<file path="config.mk">
export PLATFORM = sky130hd
export DESIGN_NAME = braille_ascii_encoder
export DESIGN_NICKNAME = d
export VERILOG_FILES = /design/src/rtl/braille_ascii_encoder.sv
export SDC_FILE = /design/constraint.sdc
export NUM_CORES = 1
export LEC_CHECK = 0
export CAP_MARGIN = 25
export CORE_ASPECT_RATIO = 0.7
export CORE_MARGIN = 2
export CORE_UTILIZATION = 49
export DETAILED_ROUTE_END_ITERATION = 8
export GPL_ROUTABILITY_DRIVEN = 0
export PLACE_DENSITY = 0.69
export SLEW_MARGIN = 15
export SYNTH_ARGS = -nofsm -noshare
export SYNTH_HDL_FRONTEND = slang
export SYNTH_SLANG_ARGS = --single-unit
</file>
<file path="constraint.sdc">
create_clock -name clk -period 3.1 [get_ports clk]
set_input_delay 0.465 -clock clk [delete_from_list [all_inputs] [get_ports clk]]
set_output_delay 0.465 -clock clk [all_outputs]
set_load 0.02 [all_outputs]
</file>
<file path="src/rtl/braille_ascii_encoder.sv">
// Six-dot Braille chord keyboard to ASCII encoder with a show-ahead output FIFO.
// Optional number-sign / digit mode is enabled by defining BRAILLE_NUMBER_EN.
module braille_ascii_encoder #(
  parameter int unsigned DEBOUNCE_CYCLES = 4,
  parameter int unsigned FIFO_DEPTH      = 4
) (
  input  logic       clk,
  input  logic       rst,
  input  logic [5:0] dot,
  output logic [7:0] ascii,
  output logic       valid,
  input  logic       ready,
  output logic       overflow,
  output logic       busy
);

  localparam int unsigned PtrW = $clog2(FIFO_DEPTH);
  localparam int unsigned CntW = (DEBOUNCE_CYCLES > 1) ? $clog2(DEBOUNCE_CYCLES) : 1;
  localparam logic [CntW-1:0] CntMax = CntW'(DEBOUNCE_CYCLES - 1);
  localparam logic [PtrW:0]   Depth  = (PtrW + 1)'(FIFO_DEPTH);
  localparam logic [5:0]      NumSign = 6'b111100;

  typedef enum logic [1:0] {StIdle, StPress, StCommit} state_e;

  state_e            state_q, state_d;
  logic [5:0]        dot_m_q, dot_s_q;
  logic [5:0]        chord_q, chord_d;
  logic [CntW-1:0]   cnt_q, cnt_d;
  logic [PtrW-1:0]   wptr_q, wptr_d, rptr_q, rptr_d;
  logic [PtrW:0]     count_q, count_d;
  logic [7:0]        mem_q [FIFO_DEPTH];
  logic              push_req, push, pop, full;
  logic [7:0]        push_char;
`ifdef BRAILLE_NUMBER_EN
  logic              digit_q, digit_d;
`endif

  function automatic logic [7:0] letter(input logic [5:0] c);
    unique case (c)
      6'b000001: letter = 8'h61;  6'b000011: letter = 8'h62;
      6'b001001: letter = 8'h63;  6'b011001: letter = 8'h64;
      6'b010001: letter = 8'h65;  6'b001011: letter = 8'h66;
      6'b011011: letter = 8'h67;  6'b010011: letter = 8'h68;
      6'b001010: letter = 8'h69;  6'b011010: letter = 8'h6A;
      6'b000101: letter = 8'h6B;  6'b000111: letter = 8'h6C;
      6'b001101: letter = 8'h6D;  6'b011101: letter = 8'h6E;
      6'b010101: letter = 8'h6F;  6'b001111: letter = 8'h70;
      6'b011111: letter = 8'h71;  6'b010111: letter = 8'h72;
      6'b001110: letter = 8'h73;  6'b011110: letter = 8'h74;
      6'b100101: letter = 8'h75;  6'b100111: letter = 8'h76;
      6'b111010: letter = 8'h77;  6'b101101: letter = 8'h78;
      6'b111101: letter = 8'h79;  6'b110101: letter = 8'h7A;
      default:   letter = 8'h3F;
    endcase
  endfunction

  assign valid    = (count_q != '0);
  assign full     = (count_q == Depth);
  assign pop      = valid && ready;
  // A same-cycle pop frees the slot, so a full queue still accepts the push.
  assign push     = push_req && (!full || pop);
  assign overflow = push_req && full && !pop;
  assign ascii    = valid ? mem_q[rptr_q] : 8'h00;
  assign busy     = (state_q != StIdle);

  always_comb begin
    state_d   = state_q;
    chord_d   = chord_q;
    cnt_d     = cnt_q;
    push_req  = 1'b0;
    push_char = letter(chord_q);
`ifdef BRAILLE_NUMBER_EN
    digit_d   = digit_q;
`endif
    unique case (state_q)
      StIdle: begin
        if (dot_s_q != '0) begin
          state_d = StPress;
          chord_d = dot_s_q;
          cnt_d   = '0;
        end
      end
      StPress: begin
        if (dot_s_q != '0) begin
          chord_d = chord_q | dot_s_q;
          cnt_d   = '0;
        end else if (cnt_q == CntMax) begin
          state_d = StCommit;
        end else begin
          cnt_d = cnt_q + 1'b1;
        end
      end
      StCommit: begin
        state_d  = StIdle;
        chord_d  = '0;
        cnt_d    = '0;
        push_req = 1'b1;
`ifdef BRAILLE_NUMBER_EN
        if (chord_q == NumSign) begin
          push_req = 1'b0;
          digit_d  = 1'b1;
        end else if (digit_q && push_char >= 8'h61 && push_char <= 8'h6A) begin
          push_char = (push_char == 8'h6A) ? 8'h30 : push_char - 8'h30;
        end else begin
          digit_d = 1'b0;
        end
`else
        if (chord_q == NumSign) push_char = 8'h23;
`endif
      end
      default: state_d = StIdle;
    endcase
  end

  always_comb begin
    wptr_d  = push ? wptr_q + 1'b1 : wptr_q;
    rptr_d  = pop ? rptr_q + 1'b1 : rptr_q;
    count_d = count_q;
    if (push && !pop) count_d = count_q + 1'b1;
    else if (pop && !push) count_d = count_q - 1'b1;
  end

  always_ff @(posedge clk or posedge rst) begin
    if (rst) begin
      dot_m_q <= '0;
      dot_s_q <= '0;
      state_q <= StIdle;
      chord_q <= '0;
      cnt_q   <= '0;
      wptr_q  <= '0;
      rptr_q  <= '0;
      count_q <= '0;
`ifdef BRAILLE_NUMBER_EN
      digit_q <= 1'b0;
`endif
    end else begin
      dot_m_q <= dot;
      dot_s_q <= dot_m_q;
      state_q <= state_d;
      chord_q <= chord_d;
      cnt_q   <= cnt_d;
      wptr_q  <= wptr_d;
      rptr_q  <= rptr_d;
      count_q <= count_d;
`ifdef BRAILLE_NUMBER_EN
      digit_q <= digit_d;
`endif
    end
  end

  // Storage needs no reset: ascii is masked while the queue is empty.
  always_ff @(posedge clk) begin
    if (push) mem_q[wptr_q] <= push_char;
  end

endmodule

</file>
==> out/results.ini <==
[power]
p_leak_uw=0.00121
powerDensity_nw_per_um2=874
vdd_ir_drop_max_v=0.000347

[routing]
drtIter0Drc=199
drc=0
drtPass1Iterations=5
routed_via_density=5.38
vias=1685
wirelength_um=4580
ant_nets=0
routedWlPerCell_um=14.6

[final_layout]
final_cell_mix=dfrtp_1, edfxtp_1, clkdlybuf4s50_1, nand2_1, ha_1
final_common_cell=dfrtp_1
fill_cells=445
final_nets=266
diodes=0
area_delta_synth_final_pct=11.6
drive_gt1_share_pct=9.96

[status]
status=finished clean

[clock_tree]
cts.path.max_buffers=2
clk_transition_reported_paths_ns=0.09
cts_resized=0
cts_setup_buffers=0
postCtsHoldBufs=0
clockRootBuffer=clkbuf_8
clock-sinks=53
clk_latency_ns=0.30
cts_max_level=2
numCtsBuffers=5
cts_tree=built

[worst_hold_path]
whs_endpoint=dot_s_q[0]
hold_path_startpoint=dot_m_q[0]
hold_depth=0
worstHoldPathType=flip-flop to flip-flop

[critical_path]
crit_path_end_kind=output port
crit_fanout=8
crit_required_ns=2.63
start_kind=flip-flop
reg2reg_from=state_q[0]
reg2reg_depth=9
arrival_ns=2.24
worstReg2RegEnd=count_q[2]
reg2reg_setup_slack_ns=0.70
path_class=flip-flop to output port

[global_route]
antenna_found_initial=0
overflow=0
grt_pass1_wl_um=7820
grt_max_degree=30
grt_usage_pct=16.9
grt_pass1_vias=1543

[sta]
max_slew_margin_pct=58.5
fmax_mhz=370
hold_violations=0
period_minus_slack_ns=2.70
tightest_slew_ns=0.623
finalSetupTns_ns=0
post-route-period-util_pct=87.2
fin_hold_ws_ns=0.355
skew_ns=0.00385
setup_violations=0
drv_slew=0
grt_setup_unrepaired=no

[die]
die_y_um=66.2
dieArea_um2=6140
fp.dieW_um=92.8
start_util_pct=51.2
io_pins=20
coreArea_um2=5290
rows=22

[yosys]
yosysSeqAreaShare_pct=53.4
ys.warnings.count=0
avgSynthCellArea_um2=11.9
ys_async_sr_fraction_pct=54.7
syn_area_um2=2710
syn_inst=227
ys_ff_latch=53
synth_flop_cell=dfrtp_1
yosysUniqueCellTypes=49
synth_edf_count=24
syn_nets=253

[flow_run]
maxCapViolations=0

[place]
dpl.hpwl_um=3280
io_buffers=18

[per-layer routing]
layer	routed length, um	global-route usage, %	vias up
li1	-	-	830
met4	63	5.51	0
met3	258	3.53	7
met1	2360	25.9	796
met5	0	0	-
met2	1900	23.8	52
[cells in the mapped netlist (2+ instances only)]
cell	number	area share [%]
and2_1	11	2.5
xor2_1	3	0.97
buf_4	3	0.83
nand2_1	16	2.2
a21o_1	3	0.83
dfrtp_1	29	27
clkbuf_1	5	0.69
xnor2_1	4	1.3
nor3_1	3	0.55
mux2_2	3	1.2
inv_1	12	1.7
buf_2	4	0.74
nor2b_1	3	0.69
or3_1	3	0.69
a22oi_1	2	0.55
edfxtp_1	24	27
a21oi_1	15	2.8
o21ai_0	13	2.4
nor2_1	9	1.2
o211ai_1	2	0.55
nand3_1	11	2.0
ha_1	16	7.4
mux4_2	7	5.8
[kinds of logic after synthesis]
logic type               Yosys count  synth area share, %
AND/OR/NAND/NOR                   67                 13.3
flip-flops                        53                 53.4
AO/OA/AOI/OAI                     45                 10.5
buffers and inverters             25                 4.35
adder cells (fa/ha/maj)           17                 8.14
multiplexers                      12                 7.86
XOR/XNOR                           7                 2.27
other                              1                0.139
[how the worst max path moves through the flow]
stage                     from          to  slack [ns]  cells past startpoint
global route         rptr_q[0]    ascii[0]        0.28                      3
global placement         ready  count_q[2]        0.55                      9
CTS                  rptr_q[0]    ascii[0]        0.36                      3
floorplan           count_q[1]  count_q[2]        0.90                      9
detailed placement       ready  count_q[2]        0.48                      9
finish               rptr_q[0]    ascii[0]        0.40                      3
[critical path, cell delays in order (launching register included)]
cell and delay, ns:
dfrtp_1 0.66, mux4_2 0.56, and2_1 0.17, clkdlybuf4s50_1 0.54
[power breakdown]
group	internal (uW)	switching, uW
logic	530	531
clock network	213	226
registers	904	233
total	1650	989
[state kept, by name, summed over array words and instances, names as in the netlist]
name and cells:
mem_q 24, chord_q 6, dot_m_q 6, dot_s_q 6, count_q 3, cnt_q 2
rptr_q 2, state_q 2, wptr_q 2
[area by class of cell]
| cell class | count | area, um^2 | area share [%] |
|---|---|---|---|
| Clock buffer | 7 | 98.8 | 3.27 |
| Sequential cell | 53 | 1450 | 47.9 |
| Timing Repair Buffer | 19 | 188 | 6.22 |
| Tap cell | 72 | 90.1 | 2.98 |
| Clock inverter | 1 | 8.76 | 0.290 |
| Inverter | 12 | 45.0 | 1.49 |
| Multi-Input combinational cell | 149 | 1140 | 37.8 |
[through the flow]
step	area [um^2]	setup WS, ns	total power (uW)	instances	util, %
3_5_place_dp	2910	0.477	2200	305	55.1
3_3_place_gp	2910	0.553	2200	305	55.1
5_1_grt	3020	0.275	2820	313	57.1
6_report	3020	0.395	2640	313	57.1
4_1_cts	3020	0.360	2640	313	57.1
2_1_floorplan	2710	0.903	1920	227	-
(Power assumes the default switching activity.)
